## src/rtl/uart_tx_multi.sv

```systemverilog
// rtl/uart_tx_multi.sv - FIFO-fed UART transmitter with per-frame data length, parity and stop config
//
// Parameters: DATA_WD (5..9), OVERSAMPLING_RATE (ticks per bit), FIFO_DEPTH (power of two),
//             CNT_WD (fifo_count width)
// Inputs:  clk, rst_n (async active-low), tick (oversampling strobe), wr_en/din (FIFO push),
//          data_len, parity_mode (1 odd, 2 even, else none), stop2
// Outputs: tx (idles high), tx_busy, tx_done (end-of-frame pulse), full, empty, fifo_count,
//          overflow (dropped-write pulse)
// Optional: define UART_TX_BREAK_EN to add input send_break, which in IDLE takes priority over
//           the FIFO and holds tx low for 2*(1+DATA_WD+2) bit periods, then one stop bit.
module uart_tx_multi #(
    parameter int DATA_WD           = 8,
    parameter int OVERSAMPLING_RATE = 16,
    parameter int FIFO_DEPTH        = 8,
    parameter int CNT_WD            = $clog2(FIFO_DEPTH) + 1
) (
    input  logic               clk,
    input  logic               rst_n,
    input  logic               tick,
    input  logic               wr_en,
    input  logic [DATA_WD-1:0] din,
    input  logic [3:0]         data_len,
    input  logic [1:0]         parity_mode,
    input  logic               stop2,
`ifdef UART_TX_BREAK_EN
    input  logic               send_break,
`endif
    output logic               tx,
    output logic               tx_busy,
    output logic               tx_done,
    output logic               full,
    output logic               empty,
    output logic [CNT_WD-1:0]  fifo_count,
    output logic               overflow
);

    localparam int PW = $clog2(FIFO_DEPTH);
    localparam int TW = $clog2(OVERSAMPLING_RATE);
`ifdef UART_TX_BREAK_EN
    localparam int BREAK_BITS = 2 * (1 + DATA_WD + 2);
`endif

    typedef enum logic [6:0] {
        IDLE   = 7'b0000001,
        START  = 7'b0000010,
        DATA   = 7'b0000100,
        PARITY = 7'b0001000,
        STOP   = 7'b0010000,
        DONE   = 7'b0100000,
        BRK    = 7'b1000000
    } state_t;

    state_t             state;
    logic [DATA_WD-1:0] mem [FIFO_DEPTH];
    logic [PW-1:0]      wr_ptr;
    logic [PW-1:0]      rd_ptr;
    logic               wr_ok;
    logic               pop;
    logic               start_break;

    logic [DATA_WD-1:0] head;
    logic [DATA_WD-1:0] head_masked;
    logic [3:0]         len_in;
    logic               par_in;
    logic               par_en_in;

    logic [TW-1:0]      tick_count;
    logic [4:0]         bit_index;
    logic               bit_end;
    logic [DATA_WD-1:0] shreg;
    logic [3:0]         len_q;
    logic               par_en_q;
    logic               par_q;
    logic               stop2_q;

    assign full  = (fifo_count == CNT_WD'(FIFO_DEPTH));
    assign empty = (fifo_count == '0);
    assign wr_ok = wr_en && !full;

`ifdef UART_TX_BREAK_EN
    assign start_break = (state == IDLE) && send_break;
`else
    assign start_break = 1'b0;
`endif
    assign pop = (state == IDLE) && !empty && !start_break;

    // Frame config is decoded from the live inputs and captured only at pop time.
    assign head      = mem[rd_ptr];
    assign len_in    = (data_len < 4'd5 || int'(data_len) > DATA_WD) ? 4'(DATA_WD) : data_len;
    assign par_en_in = (parity_mode == 2'd1) || (parity_mode == 2'd2);

    // Bits above the frame length are zeroed so they neither transmit nor enter the parity.
    always_comb begin
        head_masked = '0;
        for (int i = 0; i < DATA_WD; i++) begin
            if (i < int'(len_in)) head_masked[i] = head[i];
        end
    end
    assign par_in = (parity_mode == 2'd1) ? ~^head_masked : ^head_masked;

    assign bit_end = tick && (tick_count == TW'(OVERSAMPLING_RATE - 1));

    always_ff @(posedge clk) begin
        if (wr_ok) mem[wr_ptr] <= din;
    end

    always_ff @(posedge clk or negedge rst_n) begin
        if (!rst_n) begin
            wr_ptr     <= '0;
            rd_ptr     <= '0;
            fifo_count <= '0;
            overflow   <= 1'b0;
        end else begin
            overflow <= wr_en && full;
            if (wr_ok) wr_ptr <= wr_ptr + 1'b1;
            if (pop)   rd_ptr <= rd_ptr + 1'b1;
            case ({wr_ok, pop})
                2'b10:   fifo_count <= fifo_count + 1'b1;
                2'b01:   fifo_count <= fifo_count - 1'b1;
                default: fifo_count <= fifo_count;
            endcase
        end
    end

    always_ff @(posedge clk or negedge rst_n) begin
        if (!rst_n) begin
            state      <= IDLE;
            tx         <= 1'b1;
            tx_busy    <= 1'b0;
            tx_done    <= 1'b0;
            tick_count <= '0;
            bit_index  <= '0;
            shreg      <= '0;
            len_q      <= '0;
            par_en_q   <= 1'b0;
            par_q      <= 1'b0;
            stop2_q    <= 1'b0;
        end else begin
            tx_done <= 1'b0;
            if (tick) tick_count <= bit_end ? '0 : tick_count + 1'b1;

            case (state)
                IDLE: begin
                    tx         <= 1'b1;
                    tx_busy    <= 1'b0;
                    tick_count <= '0;
                    bit_index  <= '0;
                    if (start_break) begin
                        state   <= BRK;
                        tx      <= 1'b0;
                        tx_busy <= 1'b1;
                    end else if (pop) begin
                        shreg    <= head_masked;
                        len_q    <= len_in;
                        par_en_q <= par_en_in;
                        par_q    <= par_in;
                        stop2_q  <= stop2;
                        state    <= START;
                        tx       <= 1'b0;
                        tx_busy  <= 1'b1;
                    end
                end
                START: if (bit_end) begin
                    state <= DATA;
                    tx    <= shreg[0];
                end
                DATA: if (bit_end) begin
                    if (bit_index == 5'(len_q - 4'd1)) begin
                        bit_index <= '0;
                        if (par_en_q) begin
                            state <= PARITY;
                            tx    <= par_q;
                        end else begin
                            state <= STOP;
                            tx    <= 1'b1;
                        end
                    end else begin
                        bit_index <= bit_index + 1'b1;
                        shreg     <= shreg >> 1;
                        tx        <= shreg[1];
                    end
                end
                PARITY: if (bit_end) begin
                    state     <= STOP;
                    tx        <= 1'b1;
                    bit_index <= '0;
                end
                // bit_index counts the stop bits already sent.
                STOP: if (bit_end) begin
                    if (stop2_q && bit_index == '0) begin
                        bit_index <= 5'd1;
                    end else begin
                        state   <= DONE;
                        tx_done <= 1'b1;
                    end
                end
                DONE: begin
                    state   <= IDLE;
                    tx      <= 1'b1;
                    tx_busy <= 1'b0;
                end
`ifdef UART_TX_BREAK_EN
                // bit_index counts whole bit periods of the break.
                BRK: if (bit_end) begin
                    if (bit_index == 5'(BREAK_BITS - 1)) begin
                        state     <= STOP;
                        tx        <= 1'b1;
                        bit_index <= '0;
                        stop2_q   <= 1'b0;
                    end else begin
                        bit_index <= bit_index + 1'b1;
                    end
                end
`endif
                default: begin
                    state   <= IDLE;
                    tx      <= 1'b1;
                    tx_busy <= 1'b0;
                end
            endcase
        end
    end

endmodule

```

## config.mk

```make
export PLATFORM = sky130hd
export DESIGN_NAME = uart_tx_multi
export DESIGN_NICKNAME = d
export VERILOG_FILES = /design/src/rtl/uart_tx_multi.sv
export SDC_FILE = /design/constraint.sdc
export NUM_CORES = 1
export LEC_CHECK = 0
export BUFFER_PORTS_ARGS = -buffer_cell sky130_fd_sc_hd__buf_2
export CAP_MARGIN = 0
export CELL_PAD_IN_SITES_DETAIL_PLACEMENT = 0
export CELL_PAD_IN_SITES_GLOBAL_PLACEMENT = 2
export CORE_ASPECT_RATIO = 0.9
export CORE_MARGIN = 5
export CORE_UTILIZATION = 43
export DETAILED_ROUTE_END_ITERATION = 8
export PLACE_DENSITY = 0.85
export SYNTH_ARGS = -nofsm -noshare
export SYNTH_HDL_FRONTEND = slang
export SYNTH_SLANG_ARGS = --single-unit
```

## constraint.sdc

```tcl
create_clock -name clk -period 3.48 [get_ports clk]
set_input_delay 0.174 -clock clk [delete_from_list [all_inputs] [get_ports clk]]
set_output_delay 0.174 -clock clk [all_outputs]
set_load 0.1 [all_outputs]
```

==> flow_summary.toml <==
[timing]
slew_headroom = 0.346
skew_ns = 0.00833
worst_pin_slew_ns = 0.981
drv_slew = 0
fin_crit_ns = 2.76
tns_ns = 0
fmax_mhz = 363
setup_viol = 0
rsz0062_at_grt = "no"
post-route-period-util = 0.792
hold_viol = 15
worst_hold_slack_ns = -0.0149

[drt]
ant_nets = 0
drc = 0
num_vias = 2808
post_drt_via_cell_ratio = 5.11
drtPass1Iterations = 4
wire_per_inst_um = 16.9
drt_wl_total_um = 9290
drt_iter0_drc = 162

[layout]
diodes = 0
drive_above_1_share = 0.219
areaGrowthSynthToFinish_pct = 13.1
nets = 419
regArea_um2 = 3040
nFillCells = 1006
multi_input_area_um2 = 1780

[cts]
post-cts-setup-buffers = 0
clkSinkCount = 108
cts_tree = "done"
htreeDepth = 3
clockRootBuffer = "clkbuf_16"
cts_buffers = 9
cts.repair.resized = 0
cts_buffer_depth = 2
hold_buffers = 0
clk_latency_ns = 0.34
clkSlewWorstSetupHoldPaths_ns = 0.07

[synthesis]
synth_edf_count = 64
ys_seq_area_frac = 0.617
ys_seq_elements = 108
yosys_most_used_dff = "edfxtp_1"
synth_warnings = 0
netlist_top_cells_area = "edfxtp_1, dfrtp_1, mux4_2"
async_flop_share = 0.407
syn-num-nets = 383
yosysMostFrequentCell = "edfxtp_1"
avgSynthCellArea_um2 = 13.9
netlist_top_cells_count = "edfxtp_1, dfrtp_1, nand2_1, nor2_1, mux4_2"
synthDistinctLibCells = 55
yosys.area.top_type_share = 0.392
netlist_area_um2 = 4900
syn_inst = 353
yosysTopAreaCell = "edfxtp_1"

[pwr]
clkPwrFrac = 0.187
p_sw_frac = 0.390
p_switching_mw = 2.02
p_int_mw = 3.16
p_seq_frac = 0.385
ir_drop_mv = 0.346
power.total_mw = 5.18
power_leakage_nw = 2.20
powerDensity_nw_per_um2 = 935
combPwrFrac = 0.428

[grt]
grt_use_total = 0.149
grt_start_max_net_pins = 45
grt_pass1_vias = 2926
grt_overflow_total = 0
grt_antenna_before_repair = 0
grt_pass1_wl_um = 15600

[critical_path]
cp.arrival_ns = 2.99
critPathRequiredTime_ns = 3.71
cp_max_fo = 16
cp-end-kind = "flop"
path_cells = "nor2_1 > and4b_1 > nand2b_1 > buf_4 > inv_2 > ha_1 > ha_1 > a21o_1 > a21oi_1 > xnor2_1 > nor2_1 > xor2_1"
max_stage_delay_ns = 0.44
slowest_stage = "and4b_1"
worstSetupPathType = "flop to flop"
startpoint_type = "flop"

[flow_run]
drv_cap = 0

[floorplan]
rows = 37
die_w_um = 123
die-area_um2 = 13600
pin_count = 29
start_util = 0.434
die_y_um = 111
core-area_um2 = 11300

[placement]
port_buffers = 28
gp_congestion = 0.798
place_hpwl_um = 6550

[outcome]
violations = "hold timing"
status = "finished, violations left"

[min_path]
hp-class = "input pin to asynchronous set/reset pin"
## flip-flops by register name, indices dropped and copies added (netlist names)
name / flops
mem: 64
shreg: 8
state: 6
bit_index: 5
fifo_count: 4
len_q: 4
tick_count: 4
rd_ptr: 3
wr_ptr: 3
overflow: 1
par_en_q: 1
par_q: 1
stop2_q: 1
tx: 1
tx_busy: 1
tx_done: 1
## worst paths after layout
| check | from | to | slack, ns | cells past startpoint |
|---|---|---|---|---|
| setup reg to reg | state[4]$_DFFE_PN0P_ | fifo_count[3]$_DFFE_PN0P_ | 0.72 | 12 |
| setup / recovery | state[4]$_DFFE_PN0P_ | fifo_count[3]$_DFFE_PN0P_ | 0.72 | 12 |
| hold / removal | rst_n | bit_index[2]$_DFFE_PN0P_ | -0.01 | 1 |
| min in group clk | stop2 | stop2_q$_DFFE_PN0P_ | 0.03 | 3 |
| max in group asynchronous | rst_n | fifo_count[3]$_DFFE_PN0P_ | 2.78 | 1 |
| hold reg to reg | stop2_q$_DFFE_PN0P_ | stop2_q$_DFFE_PN0P_ | 0.49 | 2 |
## final cells by class
type	instances	area share
clock buffers	9	0.0406
clock inverters	6	0.0102
inverters	13	0.00881
multi-input cells	221	0.321
flip-flops and latches	108	0.548
well taps	156	0.0352
repair buffers	36	0.0361
## cell usage in the layout, fill, tap and decap left out, types with 5 or more instances in the layout
cell type and count:
mux4_2 13, clkbuf_16 9, mux2i_1 8, nand2_1 35, o21ai_1 7, buf_2 28, a21o_1 6, edfxtp_1 64
o21ai_0 9, inv_1 12, nand3_1 6, nor2_1 28, xnor2_1 11, mux2_2 6, buf_4 8, nor3_1 6
dfrtp_1 38, a21oi_1 12, xor2_1 9, mux2_1 5, ha_1 10
## worst max-delay path: cells and delay by family (launching register included)
family,cells,cell delay (ns)
simple gates,4,0.83
compound gates,2,0.33
fa+ha+maj,2,0.46
buf+inv,2,0.35
xor+xnor,2,0.29
flops,1,0.39
## stage by stage
step	hold slack (ns)	setup WS (ns)	std cells	util	instance area [um2]
2_1_floorplan	-0.122	0.00123	353	-	4940
3_3_place_gp	0.392	0.771	534	0.466	5260
3_5_place_dp	0.391	0.700	534	0.466	5260
4_1_cts	0.0345	0.689	549	0.491	5540
5_1_grt	0.0380	0.535	549	0.491	5540
6_report	-0.0149	0.723	549	0.491	5540
## metal layers
layer | share of wire | global-route usage
met3 | 0.042 | 0.0327
met1 | 0.47 | 0.209
met2 | 0.48 | 0.236
met5 | 0 | 0
met4 | 0.010 | 0.0381
## power groups by stage
stage | clock network [mW] | logic (mW) | registers, mW
2_1_floorplan | 0 | 1.65 | 2.15
4_1_cts | 0.993 | 2.26 | 2.00
5_1_grt | 1.05 | 2.44 | 2.05
3_5_place_dp | 0 | 2.25 | 2.03
3_3_place_gp | 0 | 2.21 | 2.02
6_report | 0.968 | 2.22 | 1.99
## kinds of logic (layout without fill, tap and decap cells)
| group | Yosys count | count (layout) | share of synthesized area |
|---|---|---|---|
| mux | 36 | 36 | 0.122 |
| xor+xnor | 22 | 22 | 0.0437 |
| flops | 108 | 108 | 0.617 |
| buf+inv | 24 | 64 | 0.0235 |
| fa+ha+maj | 11 | 11 | 0.0296 |
| compound gates | 53 | 53 | 0.0692 |
| simple gates | 99 | 99 | 0.0947 |
Note: power is estimated with default switching activity, not from simulation.
